===== config.mk =====
export PLATFORM = sky130hd
export DESIGN_NAME = regfile_mp
export DESIGN_NICKNAME = d
export VERILOG_FILES = /design/src/rtl/regfile_mp.sv
export SDC_FILE = /design/constraint.sdc
export NUM_CORES = 2
export LEC_CHECK = 0
export CAP_MARGIN = 15
export CORE_ASPECT_RATIO = 0.5
export CORE_MARGIN = 2
export CORE_UTILIZATION = 36
export CTS_BUF_LIST = sky130_fd_sc_hd__clkbuf_8
export DETAILED_ROUTE_END_ITERATION = 10
export HOLD_SLACK_MARGIN = 0.08
export SETUP_SLACK_MARGIN = 0.02
export SLEW_MARGIN = 0
export SYNTH_ARGS = -nofsm -noshare
export SYNTH_HDL_FRONTEND = slang
export SYNTH_SLANG_ARGS = --single-unit

===== constraint.sdc =====
create_clock -name clk_i -period 5.6 [get_ports clk_i]
set_input_delay 1.12 -clock clk_i [delete_from_list [all_inputs] [get_ports clk_i]]
set_output_delay 1.12 -clock clk_i [all_outputs]
set_load 0.01 [all_outputs]

===== src/rtl/regfile_mp.sv =====
// Multi-port register file with a per-entry busy scoreboard and a clear sweep.
// Writes, busy marking and forwarding are only active while the block is idle.
//
// state | meaning
// ------+------------------------------------------------------------
// IDLE  | normal operation: writes, busy_set and forwarding active
// SWEEP | clearing one entry per cycle; writes/busy_set/clr ignored
module regfile_mp #(
   parameter int DATA_WIDTH = 32,
   parameter int ADDR_WIDTH = 5,
   parameter int NUM_RD     = 2,
   parameter int NUM_WR     = 2,
   parameter int BYPASS     = 1,
   parameter int ZERO_REG   = 1
) (
   input  logic                         clk_i,
   input  logic                         rst_ni,
   input  logic [NUM_RD*ADDR_WIDTH-1:0] rd_addr_i,
   output logic [NUM_RD*DATA_WIDTH-1:0] rd_data_o,
   output logic [NUM_RD-1:0]            rd_busy_o,
   input  logic [NUM_WR-1:0]            wr_en_i,
   input  logic [NUM_WR*ADDR_WIDTH-1:0] wr_addr_i,
   input  logic [NUM_WR*DATA_WIDTH-1:0] wr_data_i,
   input  logic                         busy_set_i,
   input  logic [ADDR_WIDTH-1:0]        busy_addr_i,
   input  logic                         clr_i,
   output logic                         ready_o
);

   localparam int DEPTH = 2**ADDR_WIDTH;

   typedef enum logic {IDLE, SWEEP} state_t;

   state_t                  state, state_nxt;
   logic [DATA_WIDTH-1:0]   mem [DEPTH];
   logic [DEPTH-1:0]        busy;
   logic [ADDR_WIDTH-1:0]   idx;
   logic [ADDR_WIDTH-1:0]   wa [NUM_WR];
   logic [DATA_WIDTH-1:0]   wd [NUM_WR];
   logic [NUM_WR-1:0]       wcommit;
   logic                    bset;
   logic                    idle;

   assign idle    = (state == IDLE);
   assign ready_o = idle;

   for (genvar w = 0; w < NUM_WR; w++) begin : g_wr
      assign wa[w]      = wr_addr_i[w*ADDR_WIDTH +: ADDR_WIDTH];
      assign wd[w]      = wr_data_i[w*DATA_WIDTH +: DATA_WIDTH];
      assign wcommit[w] = wr_en_i[w] && idle && !((ZERO_REG != 0) && (wa[w] == '0));
   end

   assign bset = busy_set_i && idle && !((ZERO_REG != 0) && (busy_addr_i == '0));

   always_comb begin
      state_nxt = state;
      case (state)
         IDLE:    if (clr_i) state_nxt = SWEEP;
         SWEEP:   if (idx == '1) state_nxt = IDLE;
         default: state_nxt = IDLE;
      endcase
   end

   always_ff @(posedge clk_i or negedge rst_ni) begin
      if (!rst_ni) begin
         state <= IDLE;
         idx   <= '0;
      end else begin
         state <= state_nxt;
         if (state == SWEEP) idx <= idx + 1'b1;
         else                idx <= '0;
      end
   end

   // Ascending port order makes the highest-index port win on address conflicts.
   always_ff @(posedge clk_i or negedge rst_ni) begin
      if (!rst_ni) begin
         for (int i = 0; i < DEPTH; i++) mem[i] <= '0;
      end else if (state == SWEEP) begin
         mem[idx] <= '0;
      end else begin
         for (int w = 0; w < NUM_WR; w++)
            if (wcommit[w]) mem[wa[w]] <= wd[w];
      end
   end

   // Set is applied after the write-clears so it wins on the same address.
   always_ff @(posedge clk_i or negedge rst_ni) begin
      if (!rst_ni) begin
         busy <= '0;
      end else if (state == SWEEP) begin
         busy[idx] <= 1'b0;
      end else begin
         for (int w = 0; w < NUM_WR; w++)
            if (wcommit[w]) busy[wa[w]] <= 1'b0;
         if (bset) busy[busy_addr_i] <= 1'b1;
      end
   end

   for (genvar r = 0; r < NUM_RD; r++) begin : g_rd
      logic [ADDR_WIDTH-1:0] ra;
      logic [DATA_WIDTH-1:0] rdata;

      assign ra = rd_addr_i[r*ADDR_WIDTH +: ADDR_WIDTH];

      always_comb begin
         rdata = mem[ra];
         if ((BYPASS != 0) && idle) begin
            for (int w = 0; w < NUM_WR; w++)
               if (wcommit[w] && (wa[w] == ra)) rdata = wd[w];
         end
         if ((ZERO_REG != 0) && (ra == '0)) rdata = '0;
      end

      assign rd_data_o[r*DATA_WIDTH +: DATA_WIDTH] = rdata;
      assign rd_busy_o[r] = busy[ra] && !((ZERO_REG != 0) && (ra == '0));
   end

endmodule


==> results.json <==
{
  "rrSetupSlack_ns": 1.53,
  "clock_latency_ns": 1.01,
  "drt-initial-drc-count": 11340,
  "synth.area.top_cells": "dfrtp_1, mux2i_1, a22o_1",
  "synth_top_area_share_pct": 34.60,
  "final_nets": 7706,
  "core-area_um2": 211300,
  "grt_usage_pct": 32.94,
  "dpl_cell_area_um2": 83210,
  "fmax_ghz": 0.1799,
  "stdcell_area_um2": 86980,
  "r2r_start": "state$_DFF_PN0_",
  "dp_hpwl_um": 226800,
  "post_cts_buffers": 0,
  "crit_chain": "clkdlybuf4s50_1 > buf_12 > nor2b_2 > buf_4 > a22oi_1 > nand3_1 > buf_4 > o221ai_1 > buf_4 > o221ai_1 > clkdlybuf4s50_1",
  "port_buffers": 161,
  "drv_slew": 0,
  "ir_drop_uv": 299.4,
  "grt-ovfl-total": 0,
  "startpoint_type": "input port",
  "powerDensity_nw_per_um2": 255.3,
  "cap_violations": 0,
  "root_buffer": "clkbuf_8",
  "routed_via_density": 6.804,
  "status": "finished clean",
  "rsz0062_at_grt": "no",
  "grt_pass1_wl_um": 517500,
  "worstPathArrival_ns": 4.44,
  "finalSetupViolCount": 0,
  "slew_headroom_pct": 9.347,
  "drc": 0,
  "fin_skew_ns": 0.04755,
  "dieArea_um2": 217300,
  "crit_fanout": 18,
  "die_y_um": 330.6,
  "synth_top_cell_by_area": "dfrtp_1",
  "vias": 72210,
  "fp-row-count": 119,
  "grt_max_degree": 198,
  "synth_nets": 7835,
  "gp_congestion": 0.9880,
  "drt_wl_total_um": 370400,
  "avgSynthCellArea_um2": 9.930,
  "clock-sinks": 1062,
  "dp.cells": 10270,
  "drive_gt1_share_pct": 17.43,
  "fin_tns_setup_ns": 0,
  "crit_top_cell": "buf_4",
  "yosys_warnings": 0,
  "syn_inst": 7735,
  "ys_ff_latch": 1062,
  "path_clk_slew_ns": 0.07,
  "finalCriticalPeriod_ns": 5.558,
  "leakage_nw": 41.08,
  "worstPathRequired_ns": 4.48,
  "antenna_left": 0,
  "io_pins": 162,
  "r2r-end": "mem[464]$_DFF_PN0_",
  "antenna_found_initial": 24,
  "finalCritPeriodShare_pct": 99.25,
  "syn_to_final_growth_pct": 13.24,
  "numCtsBuffers": 179,
  "htree_levels": 4,
  "cts.path.max_buffers": 3,
  "wire_per_inst_um": 34.90,
  "crit_family": "buffers and inverters",
  "reg2reg_depth": 7,
  "end_kind": "output port",
  "hold_violations": 0,
  "cpMaxStageDelayCell": "clkdlybuf4s50_1",
  "syn_area_um2": 76810,
  "die-width_um": 657.2,
  "crit_type": "in2out",
  "ctsHoldBuffers": 0,
  "critical_path.n_buffers_inverters": 6,
  "instances_no_fill": 10610,
  "worst_pin_slew_ns": 1.357,
  "ys_async_sr_fraction_pct": 100.0,
  "max_stage_delay_ns": 0.63,
  "grt_pass1_vias": 66050,
  "tritoncts": "built",
  "drt-pass1-iter-count": 8,
  "initial_core_util_pct": 36.35,
  "seq_area_frac_synth_pct": 34.60,
  "holdCritPathClass": "in2async",
  "ys_dominant_reg_cell": "dfrtp_1",
  "synth.distinct_cells": 68,
  "synth-edff-count": 0
}
-- report_power, final --
part / total, W / switching (W) / internal [W]
Clock: 0.00747 / 0.00375 / 0.00372
Combinational: 0.00613 / 0.00435 / 0.00177
Sequential: 0.00860 / 0.000496 / 0.00811
-- metrics by stage --
stage,util (%),setup WS (ns),hold WS (ns),power (W)
final,41.17,0.04199,0.1249,0.02220
after CTS,41.11,0.06607,0.1965,0.02184
after detailed placement,39.38,-0.02308,0.4888,0.01451
after global routing,41.15,0.05417,0.2155,0.02264
after global placement,39.38,-0.03485,0.4805,0.01444
after floorplan,-,1.518,0.4486,0.01169
-- repair_timing --
action / in CTS / in global routing
resized for setup: 1 / 4
endpoints found under the setup margin: 1 / 3
gates cloned: 0 / 0
-- cell type report --
type	count	area, µm²
sequential	1062	26580
inverter	55	214.0
clock inverter	101	555.5
tap	2843	3557
multi-input combinational	5618	46450
antenna	19	47.55
clock buffer	225	3097
fill	20180	124300
timing repair buffer	690	6481
-- logic make-up after synthesis --
kind of cell | count (synthesis) | share of synthesized area [%]
AOI/OAI and AO/OA | 2417 | 22.22
muxes | 1738 | 28.94
and+or+nand+nor | 1437 | 8.038
DFF | 1062 | 34.60
buffers and inverters | 1055 | 5.881
xor gates and xnor gates | 21 | 0.2395
adders and majority gates | 5 | 0.08145
-- cells in the mapped netlist, types with 26 or more instances --
library cell	n
mux2_2	39
inv_1	55
o21ai_0	136
and2_1	49
o22ai_1	45
nand2_1	168
dfrtp_1	1062
a22oi_1	62
mux4_2	376
a221oi_1	70
nor2_1	994
o221ai_1	58
nand3_1	36
clkbuf_2	26
a21oi_1	909
buf_1	56
mux2i_1	1318
buf_4	45
nor2b_1	55
buf_2	201
a221o_1	72
a211oi_1	45
clkbuf_1	659
a22o_1	976
-- flip-flops by register name, summed over array words and instances (netlist names) --
name,count
mem,1024
state,1
idx,5
busy,32
-- worst max-delay path by stage --
stage,startpoint,end,slack [ns],cells after the start
3_5_place_dp,rd_addr_i[0],rd_data_o[31],-0.02,9
5_1_grt,rd_addr_i[9],rd_data_o[59],0.05,11
2_1_floorplan,rd_addr_i[0],rd_data_o[0],1.52,8
3_3_place_gp,rd_addr_i[0],rd_data_o[31],-0.03,9
4_1_cts,rd_addr_i[9],rd_data_o[59],0.07,10
6_report,rd_addr_i[9],rd_data_o[59],0.04,11
-- per-layer routing --
layer / track usage, % / vias to the layer above / routed length [µm]
li1: - / 28990 / -
met1: 43.59 / 36390 / 142700
met2: 45.26 / 5675 / 148300
met3: 15.85 / 1127 / 61170
met4: 14.26 / 24 / 17630
met5: 1.426 / - / 624
-- placed cells by master (no fill, tap or decap), types with 72 or more instances in the layout --
cell type	count
buf_4	457
a21oi_1	909
mux4_2	376
clkdlybuf4s50_1	152
o21ai_0	135
a221o_1	72
nor2_1	965
dfrtp_1	1061
clkbuf_8	225
nand2_1	140
inv_1	115
mux2i_1	1317
a22o_1	976
Note: power is estimated with default switching activity, not from simulation.
